==> src/rtl/serial_pkg.sv <==
// Shared definitions for the serial path: serializer FSM states and default
// word/FIFO sizes, also imported by the pattern detector.
package serial_pkg;

   localparam int SER_WIDTH = 8;
   localparam int SER_DEPTH = 2;

   typedef enum logic {
      IDLE  = 1'b0,
      SHIFT = 1'b1
   } ser_state_t;

endpackage

==> src/rtl/ser_fifo.sv <==
// Small synchronous FIFO holding parallel words ahead of the serializer.
// The head word is visible on dout whenever the FIFO is non-empty.
module ser_fifo
   import serial_pkg::*;
#(
   parameter int WIDTH = SER_WIDTH,
   parameter int DEPTH = SER_DEPTH,
   localparam int AW = $clog2(DEPTH),
   localparam int CW = AW + 1
) (
   input  logic             clk,
   input  logic             rst,
   input  logic             push,
   input  logic             pop,
   input  logic [WIDTH-1:0] din,
   output logic [WIDTH-1:0] dout,
   output logic             full,
   output logic             empty,
   output logic [CW-1:0]    count
);

   logic [WIDTH-1:0] mem_q [DEPTH];
   logic [AW-1:0]    wr_ptr_q, wr_ptr_d;
   logic [AW-1:0]    rd_ptr_q, rd_ptr_d;
   logic [CW-1:0]    count_q, count_d;
   logic             do_push, do_pop;

   assign full    = (count_q == CW'(DEPTH));
   assign empty   = (count_q == '0);
   assign count   = count_q;
   assign dout    = mem_q[rd_ptr_q];
   assign do_push = push && !full;
   assign do_pop  = pop && !empty;

   // Pointers wrap naturally because DEPTH is a power of two.
   always_comb begin
      wr_ptr_d = wr_ptr_q;
      rd_ptr_d = rd_ptr_q;
      count_d  = count_q;
      if (do_push) wr_ptr_d = wr_ptr_q + AW'(1);
      if (do_pop)  rd_ptr_d = rd_ptr_q + AW'(1);
      if (do_push && !do_pop)      count_d = count_q + CW'(1);
      else if (!do_push && do_pop) count_d = count_q - CW'(1);
   end

   always_ff @(posedge clk or posedge rst) begin
      if (rst) begin
         wr_ptr_q <= '0;
         rd_ptr_q <= '0;
         count_q  <= '0;
      end else begin
         wr_ptr_q <= wr_ptr_d;
         rd_ptr_q <= rd_ptr_d;
         count_q  <= count_d;
      end
   end

   always_ff @(posedge clk) begin
      if (do_push) mem_q[wr_ptr_q] <= din;
   end

endmodule

==> src/rtl/bit_serializer.sv <==
// Parallel-to-serial front end: queues words in ser_fifo and shifts them out
// one bit per clock, back to back when the next word is already queued.
module bit_serializer
   import serial_pkg::*;
#(
   parameter int WIDTH     = SER_WIDTH,
   parameter int DEPTH     = SER_DEPTH,
   parameter bit MSB_FIRST = 1'b1
) (
   input  logic             clk,
   input  logic             rst,
   input  logic [WIDTH-1:0] din,
   input  logic             din_valid,
   output logic             din_ready,
   output logic             out,
   output logic             out_valid,
   output logic             frame_start,
   output logic             busy
);

   localparam int CW    = $clog2(DEPTH) + 1;
   localparam int CNT_W = $clog2(WIDTH);
   localparam logic [CNT_W-1:0] LAST_BIT = CNT_W'(WIDTH - 1);

   ser_state_t       state_q, state_d;
   logic [WIDTH-1:0] shreg_q, shreg_d;
   logic [CNT_W-1:0] cnt_q, cnt_d;
   logic             out_q, out_d;
   logic             out_valid_q, out_valid_d;
   logic             frame_start_q, frame_start_d;
   logic             busy_q, busy_d;
   logic             din_ready_q, din_ready_d;

   logic             push, pop;
   logic [WIDTH-1:0] fifo_dout;
   logic             fifo_full, fifo_empty;
   logic [CW-1:0]    fifo_count, next_count;

   assign push = din_valid && din_ready_q && !fifo_full;

   ser_fifo #(
      .WIDTH (WIDTH),
      .DEPTH (DEPTH)
   ) u_fifo (
      .clk   (clk),
      .rst   (rst),
      .push  (push),
      .pop   (pop),
      .din   (din),
      .dout  (fifo_dout),
      .full  (fifo_full),
      .empty (fifo_empty),
      .count (fifo_count)
   );

   // Outputs are derived from the next-state values so every port is a flop.
   always_comb begin
      state_d = state_q;
      shreg_d = shreg_q;
      cnt_d   = cnt_q;
      pop     = 1'b0;
      unique case (state_q)
         IDLE: begin
            if (!fifo_empty) begin
               pop     = 1'b1;
               shreg_d = fifo_dout;
               cnt_d   = '0;
               state_d = SHIFT;
            end
         end
         SHIFT: begin
            if (cnt_q == LAST_BIT) begin
               cnt_d = '0;
               if (!fifo_empty) begin
                  pop     = 1'b1;
                  shreg_d = fifo_dout;
               end else begin
                  state_d = IDLE;
               end
            end else begin
               shreg_d = MSB_FIRST ? {shreg_q[WIDTH-2:0], 1'b0}
                                   : {1'b0, shreg_q[WIDTH-1:1]};
               cnt_d   = cnt_q + CNT_W'(1);
            end
         end
         default: state_d = IDLE;
      endcase

      next_count = fifo_count;
      if (push && !pop)      next_count = fifo_count + CW'(1);
      else if (!push && pop) next_count = fifo_count - CW'(1);

      out_valid_d   = (state_d == SHIFT);
      out_d         = out_valid_d && (MSB_FIRST ? shreg_d[WIDTH-1] : shreg_d[0]);
      frame_start_d = out_valid_d && (cnt_d == '0);
      busy_d        = out_valid_d || (next_count != '0);
      din_ready_d   = (next_count < CW'(DEPTH));
   end

   always_ff @(posedge clk or posedge rst) begin
      if (rst) begin
         state_q       <= IDLE;
         shreg_q       <= '0;
         cnt_q         <= '0;
         out_q         <= 1'b0;
         out_valid_q   <= 1'b0;
         frame_start_q <= 1'b0;
         busy_q        <= 1'b0;
         din_ready_q   <= 1'b1;
      end else begin
         state_q       <= state_d;
         shreg_q       <= shreg_d;
         cnt_q         <= cnt_d;
         out_q         <= out_d;
         out_valid_q   <= out_valid_d;
         frame_start_q <= frame_start_d;
         busy_q        <= busy_d;
         din_ready_q   <= din_ready_d;
      end
   end

   assign out         = out_q;
   assign out_valid   = out_valid_q;
   assign frame_start = frame_start_q;
   assign busy        = busy_q;
   assign din_ready   = din_ready_q;

endmodule
==> config.mk <==
export PLATFORM = sky130hd
export DESIGN_NAME = bit_serializer
export DESIGN_NICKNAME = d
export VERILOG_FILES = /design/src/rtl/serial_pkg.sv /design/src/rtl/ser_fifo.sv /design/src/rtl/bit_serializer.sv
export SDC_FILE = /design/constraint.sdc
export NUM_CORES = 1
export LEC_CHECK = 0
export BUFFER_PORTS_ARGS = -buffer_cell sky130_fd_sc_hd__clkbuf_2
export CAP_MARGIN = 20
export CORE_ASPECT_RATIO = 1.1
export CORE_UTILIZATION = 43
export DETAILED_ROUTE_END_ITERATION = 8
export PLACE_DENSITY = 0.62
export SETUP_SLACK_MARGIN = 0.4
export SKIP_CTS_REPAIR_TIMING = 1
export SLEW_MARGIN = 20
export SYNTH_ARGS = -nofsm -noshare
export SYNTH_HDL_FRONTEND = slang
export SYNTH_SLANG_ARGS = --single-unit
==> constraint.sdc <==
create_clock -name clk -period 3.1 [get_ports clk]
set_input_delay 0.155 -clock clk [delete_from_list [all_inputs] [get_ports clk]]
set_output_delay 0.155 -clock clk [all_outputs]
set_load 0.005 [all_outputs]
==> impl_metrics.json <==
{
  "hold_ws_ns": 0.309,
  "place_inst": 166,
  "fin_setup_tns_ns": 0,
  "clock_latency_ns": 0.33,
  "async_flop_share": 0.543,
  "die_w_um": 58.1,
  "layout_commonest_cell": "dfrtp_1",
  "syn_nets": 123,
  "critPathSlowestCell": "nor2_1",
  "critPathLaunchType": "flip-flop",
  "maxSlewViolCount": 0,
  "synthMuxAreaShare": 0.100,
  "ys.flop_type": "dfrtp_1",
  "grt_usage": 0.134,
  "synthXorXnorAreaFrac": 0.0235,
  "relSlewSlack": 0.517,
  "power_density_nw_per_um2": 963,
  "synth_top_family_by_area": "multiplexers",
  "synth_edf_count": 16,
  "fill_cells": 287,
  "postSynthCellCount": 107,
  "ir_drop_mv": 0.423,
  "critPathTopFamily": "simple AND/OR/NAND/NOR gates",
  "setup-violations-final": 0,
  "hold_path.class": "primary input to flip-flop",
  "cts_sinks": 35,
  "wirelength_mm": 2.15,
  "avgSynthCellArea_sq_um": 13.9,
  "min_period_over_period": 0.645,
  "path_buf_inv": 1,
  "core.rowCount": 22,
  "gp_congestion": 0.692,
  "area_growth_pct": 19.8,
  "drive_above_1_share": 0.252,
  "gr-total-overflow": 0,
  "ys_seq_area_frac": 0.643,
  "post_drt_wl_per_cell_um": 11.7,
  "cts_buffers": 5,
  "drc": 0,
  "dpl.hpwl_mm": 1.44,
  "fmax_mhz": 500,
  "cap_violations": 0,
  "synthAdderAreaFrac": 0.0420,
  "critPathKind": "flip-flop to flip-flop",
  "synth-seq-cells": 35,
  "cts_tree": "yes",
  "fin_skew_ns": 0.00939,
  "critPathRequiredTime_ns": 3.07,
  "synth_area_sq_um": 1490,
  "synth.distinct_cells": 29,
  "firstDrtPassIters": 4,
  "die_area_sq_um": 3700,
  "pin_count": 16,
  "rsz0062_at_grt": "no",
  "avgViaCountPerCell": 4.64,
  "insertedDiodeCount": 0,
  "core_sq_um": 3330,
  "end_kind": "flip-flop",
  "cpPeakStageDelay_ns": 0.64,
  "antenna_found_initial": 0,
  "worst-path-max-fanout": 8,
  "grt_pass1_wl_mm": 3.55,
  "cts_buffer_depth": 2,
  "leakage_nw": 0.760,
  "root_buffer": "clkbuf_4",
  "final_nets": 150,
  "ant_nets": 0,
  "worst_pin_slew_ns": 0.724,
  "fin_crit_ns": 2.00,
  "final_cell_mix": "dfrtp_1, edfxtp_1, clkbuf_2",
  "grt_pass1_vias": 786,
  "p_total_mw": 1.72,
  "ys_warn_count": 0,
  "via_count": 850,
  "grt_start_max_net_pins": 20,
  "synth-simple-area-share": 0.0807,
  "htreeDepth": 2,
  "drt-initial-drc-count": 23,
  "port_buffers": 15,
  "instances_no_fill": 183,
  "synth_compound_area_frac": 0.0748,
  "run_status": "completed",
  "arrival_ns": 1.97,
  "cp_cell_sequence": "inv_1 -> ha_1 -> nand3b_1 -> nor2_1",
  "die_h_um": 63.7,
  "path_clk_slew_ns": 0.11,
  "start_util": 0.447,
  "hold_viol_final": 0
}
==> stage by stage <==
step,setup slack (ns),util,instance area (sq um)
floorplan,1.41,-,1490
global placement,1.12,0.477,1590
detailed placement,1.07,0.477,1590
CTS,1.05,0.509,1690
global route,0.925,0.536,1780
finish,1.10,0.536,1780
==> routing by layer <==
layer	GRT usage	part of all wire	up-vias	wire [um]
li1	-	-	432	-
met1	0.172	0.48	396	1040
met2	0.197	0.46	17	982
met3	0.0431	0.034	5	73
met4	0.0804	0.025	0	54
met5	0	0	-	0
==> area by class of cell <==
type,instances,area [sq um],area share
Tap cell,48,60.1,0.0337
Inverter,5,18.8,0.0105
Multi-Input combinational cell,63,478,0.268
Clock inverter,3,67.6,0.0379
Sequential cell,35,957,0.536
Timing Repair Buffer,24,165,0.0926
Clock buffer,5,37.5,0.0210
==> report_power, final <==
| part | internal [mW] | switching (mW) |
|---|---|---|
| logic | 0.287 | 0.290 |
| clock network | 0.251 | 0.156 |
| registers | 0.639 | 0.0955 |
==> worst paths after layout <==
kind	startpoint	to	slack, ns	cells after the start
worst min-delay path	din_valid	u_fifo.wr_ptr_q$_DFFE_PP0P_	0.31	3
worst max register to register	u_fifo.count[0]$_DFFE_PP0P_	u_fifo.mem_q[0][6]$_DFFE_PP_	1.10	4
worst max-delay path	u_fifo.count[0]$_DFFE_PP0P_	u_fifo.mem_q[0][6]$_DFFE_PP_	1.10	4
max in group asynchronous	rst	u_fifo.rd_ptr_q$_DFFE_PP0P_	2.18	3
worst min register to register	u_fifo.wr_ptr_q$_DFFE_PP0P_	u_fifo.wr_ptr_q$_DFFE_PP0P_	0.50	1
min in group asynchronous	rst	busy$_DFF_PP0_	0.46	3
==> logic make-up after synthesis <==
family / after synthesis
buf+inv: 9
mux: 14
flops: 35
compound gates: 18
xor+xnor: 4
fa+ha+maj: 5
simple gates: 22
==> flip-flops by register name, indices dropped and copies added (netlist names) <==
register / flops
u_fifo.rd_ptr_q: 1
u_fifo.wr_ptr_q: 1
cnt_q: 3
u_fifo.count: 2
out_valid: 1
u_fifo.mem_q: 16
frame_start: 1
busy: 1
din_ready: 1
shreg_q: 7
out: 1
==> tightest hold or removal path: cells and delay by family <==
family                    cells  cell delay [ns]
xor gates and xnor gates      1             0.11
buffers and inverters         1             0.08
and+or+nand+nor               1             0.26
==> synthesized netlist by cell type, drive strengths merged (3+ instances only) <==
master  count  area [sq um]
ha          5          62.6
buf         4          35.0
mux2i       7          70.1
o21ai       9          45.0
xnor2       3          26.3
mux2        7          78.8
nand2      12          45.0
edfxtp     16           480
dfrtp      18           450
inv         5          18.8
(Power assumes the default switching activity.)
